**src/rtl/prog_mem_responder.sv**
```systemverilog
// Program memory for the TTM4 emulator, with a 1-cycle registered read port and a valid/ready host loader.
// Optional: define PROGMEM_CHKSUM_EN to add the LD_CHKSUM output.
module prog_mem_responder #(
  parameter int ADDR_W = 8,
  parameter int DATA_W = 8
) (
  input  logic              CLK,
  input  logic              RST,
  input  logic [ADDR_W-1:0] PA,
  input  logic              nPC_OPEN,
  output logic [DATA_W-1:0] INSTR,
  output logic              INSTR_VALID,
  input  logic              LD_START,
  input  logic [DATA_W-1:0] LD_DATA,
  input  logic              LD_VALID,
  input  logic              LD_LAST,
  output logic              LD_READY,
  output logic              LD_DONE,
  output logic [ADDR_W:0]   LD_COUNT,
  output logic              BUSY
`ifdef PROGMEM_CHKSUM_EN
  ,
  output logic [DATA_W-1:0] LD_CHKSUM
`endif
);

  localparam int CNT_W = ADDR_W + 1;
  localparam int DEPTH = 2 ** ADDR_W;

  typedef enum logic {
    ST_RUN,
    ST_LOAD
  } state_e;

  state_e state_q, state_d;

  logic [DATA_W-1:0] mem [DEPTH];

  logic [DATA_W-1:0] instr_q, instr_d;
  logic              instr_valid_q, instr_valid_d;
  logic              ld_ready_q, ld_ready_d;
  logic              ld_done_q, ld_done_d;
  logic [CNT_W-1:0]  ld_count_q, ld_count_d;
  logic [ADDR_W-1:0] ptr_q, ptr_d;
`ifdef PROGMEM_CHKSUM_EN
  logic [DATA_W-1:0] chksum_q, chksum_d;
`endif

  logic xfer;
  logic last_xfer;
  logic mem_we;

  // A restart pulse wins over a byte offered in the same cycle, so the byte is dropped.
  assign xfer      = (state_q == ST_LOAD) && !LD_START && LD_VALID && ld_ready_q;
  assign last_xfer = xfer && (LD_LAST || (ptr_q == {ADDR_W{1'b1}}));
  assign mem_we    = xfer && !RST;

  always_ff @(posedge CLK) begin
    if (RST) begin
      state_q <= ST_RUN;
    end else begin
      state_q <= state_d;
    end
  end

  always_comb begin
    state_d = state_q;
    case (state_q)
      ST_RUN: begin
        if (LD_START) begin
          state_d = ST_LOAD;
        end
      end
      ST_LOAD: begin
        if (last_xfer) begin
          state_d = ST_RUN;
        end
      end
      default: state_d = ST_RUN;
    endcase
  end

  always_comb begin
    instr_d       = instr_q;
    instr_valid_d = 1'b0;
    ld_done_d     = 1'b0;
    ld_count_d    = ld_count_q;
    ptr_d         = ptr_q;
    ld_ready_d    = (state_d == ST_LOAD);
`ifdef PROGMEM_CHKSUM_EN
    chksum_d      = chksum_q;
`endif
    case (state_q)
      ST_RUN: begin
        if (LD_START) begin
          ptr_d      = '0;
          ld_count_d = '0;
`ifdef PROGMEM_CHKSUM_EN
          chksum_d   = '0;
`endif
        end else if (!nPC_OPEN) begin
          instr_d       = mem[PA];
          instr_valid_d = 1'b1;
        end
      end
      ST_LOAD: begin
        if (LD_START) begin
          ptr_d      = '0;
          ld_count_d = '0;
`ifdef PROGMEM_CHKSUM_EN
          chksum_d   = '0;
`endif
        end else if (xfer) begin
          ld_count_d = ld_count_q + CNT_W'(1);
`ifdef PROGMEM_CHKSUM_EN
          chksum_d   = chksum_q + LD_DATA;
`endif
          // The pointer stops at the last entry instead of wrapping back to 0.
          if (last_xfer) begin
            ld_done_d = 1'b1;
          end else begin
            ptr_d = ptr_q + ADDR_W'(1);
          end
        end
      end
      default: ;
    endcase
  end

  always_ff @(posedge CLK) begin
    if (RST) begin
      instr_q       <= '0;
      instr_valid_q <= 1'b0;
      ld_ready_q    <= 1'b0;
      ld_done_q     <= 1'b0;
      ld_count_q    <= '0;
      ptr_q         <= '0;
`ifdef PROGMEM_CHKSUM_EN
      chksum_q      <= '0;
`endif
    end else begin
      instr_q       <= instr_d;
      instr_valid_q <= instr_valid_d;
      ld_ready_q    <= ld_ready_d;
      ld_done_q     <= ld_done_d;
      ld_count_q    <= ld_count_d;
      ptr_q         <= ptr_d;
`ifdef PROGMEM_CHKSUM_EN
      chksum_q      <= chksum_d;
`endif
    end
  end

  // The array has no reset, so a loaded program survives RST.
  always_ff @(posedge CLK) begin
    if (mem_we) begin
      mem[ptr_q] <= LD_DATA;
    end
  end

  assign INSTR       = instr_q;
  assign INSTR_VALID = instr_valid_q;
  assign LD_READY    = ld_ready_q;
  assign LD_DONE     = ld_done_q;
  assign LD_COUNT    = ld_count_q;
  assign BUSY        = (state_q == ST_LOAD);
`ifdef PROGMEM_CHKSUM_EN
  assign LD_CHKSUM   = chksum_q;
`endif

endmodule

```
**config.mk**
```make
export PLATFORM = sky130hd
export DESIGN_NAME = prog_mem_responder
export DESIGN_NICKNAME = d
export VERILOG_FILES = /design/src/rtl/prog_mem_responder.sv
export SDC_FILE = /design/constraint.sdc
export NUM_CORES = 2
export LEC_CHECK = 0
export BUFFER_PORTS_ARGS = -buffer_cell sky130_fd_sc_hd__buf_2
export CORE_MARGIN = 1.5
export CORE_UTILIZATION = 63
export CTS_BUF_LIST = sky130_fd_sc_hd__clkbuf_4 sky130_fd_sc_hd__clkbuf_8 sky130_fd_sc_hd__clkbuf_16
export CTS_CLUSTER_SIZE = 12
export DETAILED_ROUTE_END_ITERATION = 6
export PLACE_DENSITY = 0.79
export SYNTH_ARGS = -nofsm -noshare
export SYNTH_HDL_FRONTEND = slang
export SYNTH_SLANG_ARGS = --single-unit
```
**constraint.sdc**
```tcl
create_clock -name CLK -period 2.8 [get_ports CLK]
set_input_delay 0.14 -clock CLK [delete_from_list [all_inputs] [get_ports CLK]]
set_output_delay 0.14 -clock CLK [all_outputs]
set_load 0.005 [all_outputs]
```
==> implementation parameters <==
Parameter                              Value

Timing
  Fin crit share    1.02
  Setup-violating endpoint count in the final report    1
  Headroom to the max-slew limit    0.0604
  Maximum clock skew at final layout    0.0510 ns
  Maximum clock frequency    349 MHz
  Final critical-path required period    2.86 ns
  Worst-Margin Slew    1.40 ns
  Total negative slack for setup checks    -0.0613 ns
  Post-route setup slack    -0.0613 ns
  Max Transition Viols Final    0
  Number of hold-slack violations in the final timing report    0

Clock tree
  H-tree Lvls    4
  CTS buffer count    199
  Library cell used as clock root buffer    sky130_fd_sc_hd__clkbuf_16
  Insertion delay to the later sink of the worst-skew pair    approximately 0.84 ns
  Sinks on Clock Net    around 2,100
  CTS tree    built
  Buffers from clock root to sink, at most    3
  Clock slew at reported path FFs    0.06 ns

Min path
  Path class of the lowest-slack min-delay path    in -> reg
  Critical hold path startpoint    LD_DATA[7]
  Worst Hold End    mem[235][7]$_DFFE_PP_
  Cell depth of the worst min-delay path    1

Worst setup path
  Critical-path cell list    nor4_4, buf_6, nand2_1, buf_4, a31oi_1, o211ai_1, nor4_2, buf_4, a221o_1
  Startpoint of the worst register-to-register path    LD_READY$_SDFF_PP0_
  Setup crit start kind    flop
  Data arrival time of the critical path    3.61 ns
  Biggest cell delay along the critical path    0.62 ns
  Path depth of the worst reg2reg path    9
  Max Fanout on Critical Path    6
  Buf+Inv Stages, Crit Path    3
  Most used cell along the critical path    sky130_fd_sc_hd__buf_4
  Worst Path Class, Setup    reg -> reg
  Critical path required time    3.55 ns
  Library cell contributing the largest single delay on the critical path    sky130_fd_sc_hd__nor4_2
  Kind of end point of the critical path    flop
  Worst path top cell family by delay    simple AND/OR/NAND/NOR gates
  Capture instance of the worst register-to-register path    INSTR[1]$_SDFFE_PP0P_
  Register-to-register path setup slack    -0.06 ns

Power
  Psw    12.9 mW
  Worst vdd rail ir drop    607 uV
  Comb power frac    0.052
  Sequential cell fraction of total power    0.549
  Cell internal pwr    49.3 mW
  Clock share of power    0.398
  Cell area power density    663 mW/mm^2
  Standby leakage power    31.0 nW
  Net switching fraction of the power    0.207

Floorplanning
  Area of the core    roughly 0.13 mm^2
  Starting utilization of the core area    0.635
  Horizontal extent of the die    around 360 um
  Std-Cell Rows    131
  Vert. Die Dim    362 um
  Total I/O pin count    43
  Die footprint    0.131 mm^2

Placement
  Port buffer count    42
  Post-detailed-placement cell area    0.0877 mm^2
  Routability cong.    0.957
  Placed wire-length estimate after detailed placement    131,000 um
  Post-place setup slack    -0.747 ns

Outcome
  Violated checks    negative setup slack
  Run status    finished with violations

Global routing
  Global routing usage summed across all routing layers    0.331
  Pin count of the biggest net entering global routing    about 150
  Antenna violations before repair    13
  GR Overflow Total    0
  Vias in the first global route    45,418
  Global-route wire length before repair    309,000 um

Finish
  Proportion of layout cells with a drive suffix above 1    0.305
  Top library cells by usage in the layout, fill and taps aside    2,048 x sky130_fd_sc_hd__edfxtp_1, 578 x sky130_fd_sc_hd__buf_4, 411 x sky130_fd_sc_hd__mux4_2, 307 x sky130_fd_sc_hd__nor2_1, 240 x sky130_fd_sc_hd__mux2i_1
  Most common cell after layout, fill and taps aside    sky130_fd_sc_hd__edfxtp_1
  Final core area utilization    0.734
  Fillcell total    about 6,600
  Area grow syn2layout    15.6%
  Nets    4,655
  Post-route standard cell area excluding fillers    0.0937 mm^2

Yosys
  Fraction of the mapped netlist area in simple logic gates    0.0316
  Async set-or-reset flop fraction in the synthesized netlist    0
  Flops & latches, synth    2,076
  Warnings from Yosys    0
  Gate Count Post-Synth    slightly below 4,000
  Compound-Gate Fraction of Synth Area    0.0329
  Count of flip-flops with a built-in enable after synthesis    2,048
  Synthesized net count    3,993
  Post-Synth Adder-Cell Area    0.000772
  Summed instance area of the synthesized netlist    0.0811 mm^2
  Post-Synth XOR/XNOR Area    0.00119
  Number of different library cells in the post-synthesis netlist    76
  Largest family of logic cells by synthesized area    multiplexers
  Avg Synthesized Cell Area    20.4 um^2
  Post-synthesis sequential area ratio    0.766
  Prevailing post-synth register cell    sky130_fd_sc_hd__edfxtp_1
  Mux cell area share after synthesis    0.149

Routing
  Remaining antenna violation count after routing    0
  First-pass iteration count of the detailed router    7
  Vias per Instance    about 7
  Post-DR wirelength/cell    33.4 um
  Number of vias in the routed layout    44,673
  WL final    ~210,000 um
  Post-detailed-route DRC marker count    0
  Number of design-rule violations left by the first detailed-router iteration    between 6,000 and 7,000

Run
  Maxcap violations    0
## what timing repair did
action | 4_1_cts | 5_1_grt
resized for setup | 2 | 5
hold buffers | 14 | 0
buffers inserted | 0 | 0
endpoints found under the hold margin | 332 | 0
endpoints found under the setup margin | 2 | 2
## metal layers
layer  up-vias  routed length, um  global-route usage
li1      17709                  -                   -
met1     22632              72000               0.440
met2      3650             102000               0.514
met3       662              28000              0.0874
met4        20              11700               0.168
met5         -                142                   0
## power groups by stage
stage                     logic (mW)  registers, mW  clock network (mW)
after global placement          3.06           34.8                   0
after floorplan                 1.57           34.8                   0
after detailed placement        3.13           34.8                   0
final                           3.25           34.2                24.8
after global routing            3.35           34.1                25.9
after CTS                       3.19           34.2                24.8
## logic make-up (layout without fill, tap and decap cells)
group,after synthesis,in the layout
buffers and inverters,246,1011
flip-flops,2076,2076
AND/OR/NAND/NOR,573,573
AO/OA/AOI/OAI,370,370
multiplexers,685,685
XOR/XNOR,11,11
other,0,8
adder cells (fa/ha/maj),5,5
## cell usage after synthesis, types with 5 or more instances
cell                        count  share of area
sky130_fd_sc_hd__mux2i_1      240          0.030
sky130_fd_sc_hd__and2_1        16         0.0012
sky130_fd_sc_hd__or3_1          5        0.00039
sky130_fd_sc_hd__a211o_1       10         0.0011
sky130_fd_sc_hd__o22ai_1       82         0.0063
sky130_fd_sc_hd__a22oi_1       29         0.0027
sky130_fd_sc_hd__buf_1         10        0.00046
sky130_fd_sc_hd__a211oi_1      22         0.0020
sky130_fd_sc_hd__a221o_1        7        0.00086
sky130_fd_sc_hd__or4_1          7        0.00065
sky130_fd_sc_hd__a31oi_1       13         0.0010
sky130_fd_sc_hd__buf_2         50         0.0031
sky130_fd_sc_hd__buf_12         5         0.0012
sky130_fd_sc_hd__o2111ai_1      6        0.00065
sky130_fd_sc_hd__a221oi_1      10         0.0011
sky130_fd_sc_hd__buf_6         37         0.0051
sky130_fd_sc_hd__a2111oi_0     14         0.0015
sky130_fd_sc_hd__clkbuf_1     107         0.0050
sky130_fd_sc_hd__nor3_1        24         0.0015
sky130_fd_sc_hd__ha_1           5        0.00077
sky130_fd_sc_hd__nand3_1       26         0.0016
sky130_fd_sc_hd__nand4_1       13         0.0010
sky130_fd_sc_hd__a21oi_1       40         0.0025
sky130_fd_sc_hd__mux2_2        32         0.0044
sky130_fd_sc_hd__nor2_1       308          0.014
sky130_fd_sc_hd__buf_8          9         0.0017
sky130_fd_sc_hd__o21ai_0       30         0.0019
sky130_fd_sc_hd__nand2b_1      11        0.00085
sky130_fd_sc_hd__nor2b_1       14         0.0011
sky130_fd_sc_hd__nand2_1      102         0.0047
sky130_fd_sc_hd__xor2_1         9        0.00097
sky130_fd_sc_hd__o211ai_1      10        0.00093
sky130_fd_sc_hd__mux4_2       411           0.11
sky130_fd_sc_hd__edfxtp_1    2048           0.76
sky130_fd_sc_hd__nor4_1        18         0.0014
sky130_fd_sc_hd__buf_4         24         0.0022
sky130_fd_sc_hd__dfxtp_1       28         0.0069
sky130_fd_sc_hd__o221ai_1      44         0.0048
sky130_fd_sc_hd__a22o_1        19         0.0021
## worst max-delay path by stage
stage,slack (ns),endpoint,startpoint,cells after the start
global placement,-0.64,INSTR[1]$_SDFFE_PP0P_,PA[0],11
global route,-0.03,INSTR[1]$_SDFFE_PP0P_,LD_READY$_SDFF_PP0_,8
finish,-0.06,INSTR[1]$_SDFFE_PP0P_,LD_READY$_SDFF_PP0_,9
detailed placement,-0.75,INSTR[1]$_SDFFE_PP0P_,PA[0],11
floorplan,0.54,INSTR[1]$_SDFFE_PP0P_,PA[0],8
CTS,0.01,INSTR[1]$_SDFFE_PP0P_,LD_READY$_SDFF_PP0_,9
## stage by stage
stage	std cells	total power, mW	hold WS [ns]
6_report	6401	62.2	0.0783
5_1_grt	6394	63.4	0.115
4_1_cts	6393	62.2	0.0822
3_5_place_dp	6075	37.9	0.346
3_3_place_gp	6075	37.9	0.340
2_1_floorplan	3966	36.4	0.212
## flip-flops by register name, summed over array words and instances (netlist names)
| signal | flops |
|---|---|
| ptr_q | 8 |
| LD_DONE | 1 |
| mem | 2048 |
| INSTR_VALID | 1 |
| LD_COUNT | 9 |
| INSTR | 8 |
| LD_READY | 1 |
## final cells by class
type	count	area, um^2	share of cell area
flip-flops and latches	2076	62100	0.662
multi-input cells	1644	17500	0.187
repair buffers	703	6180	0.0660
clock buffers	272	5610	0.0599
well taps	1662	2080	0.0222
clock inverters	32	233	0.00248
inverters	4	20.0	0.000214
diodes	8	20.0	0.000214
No activity file was read; power rests on OpenSTA's default activity.
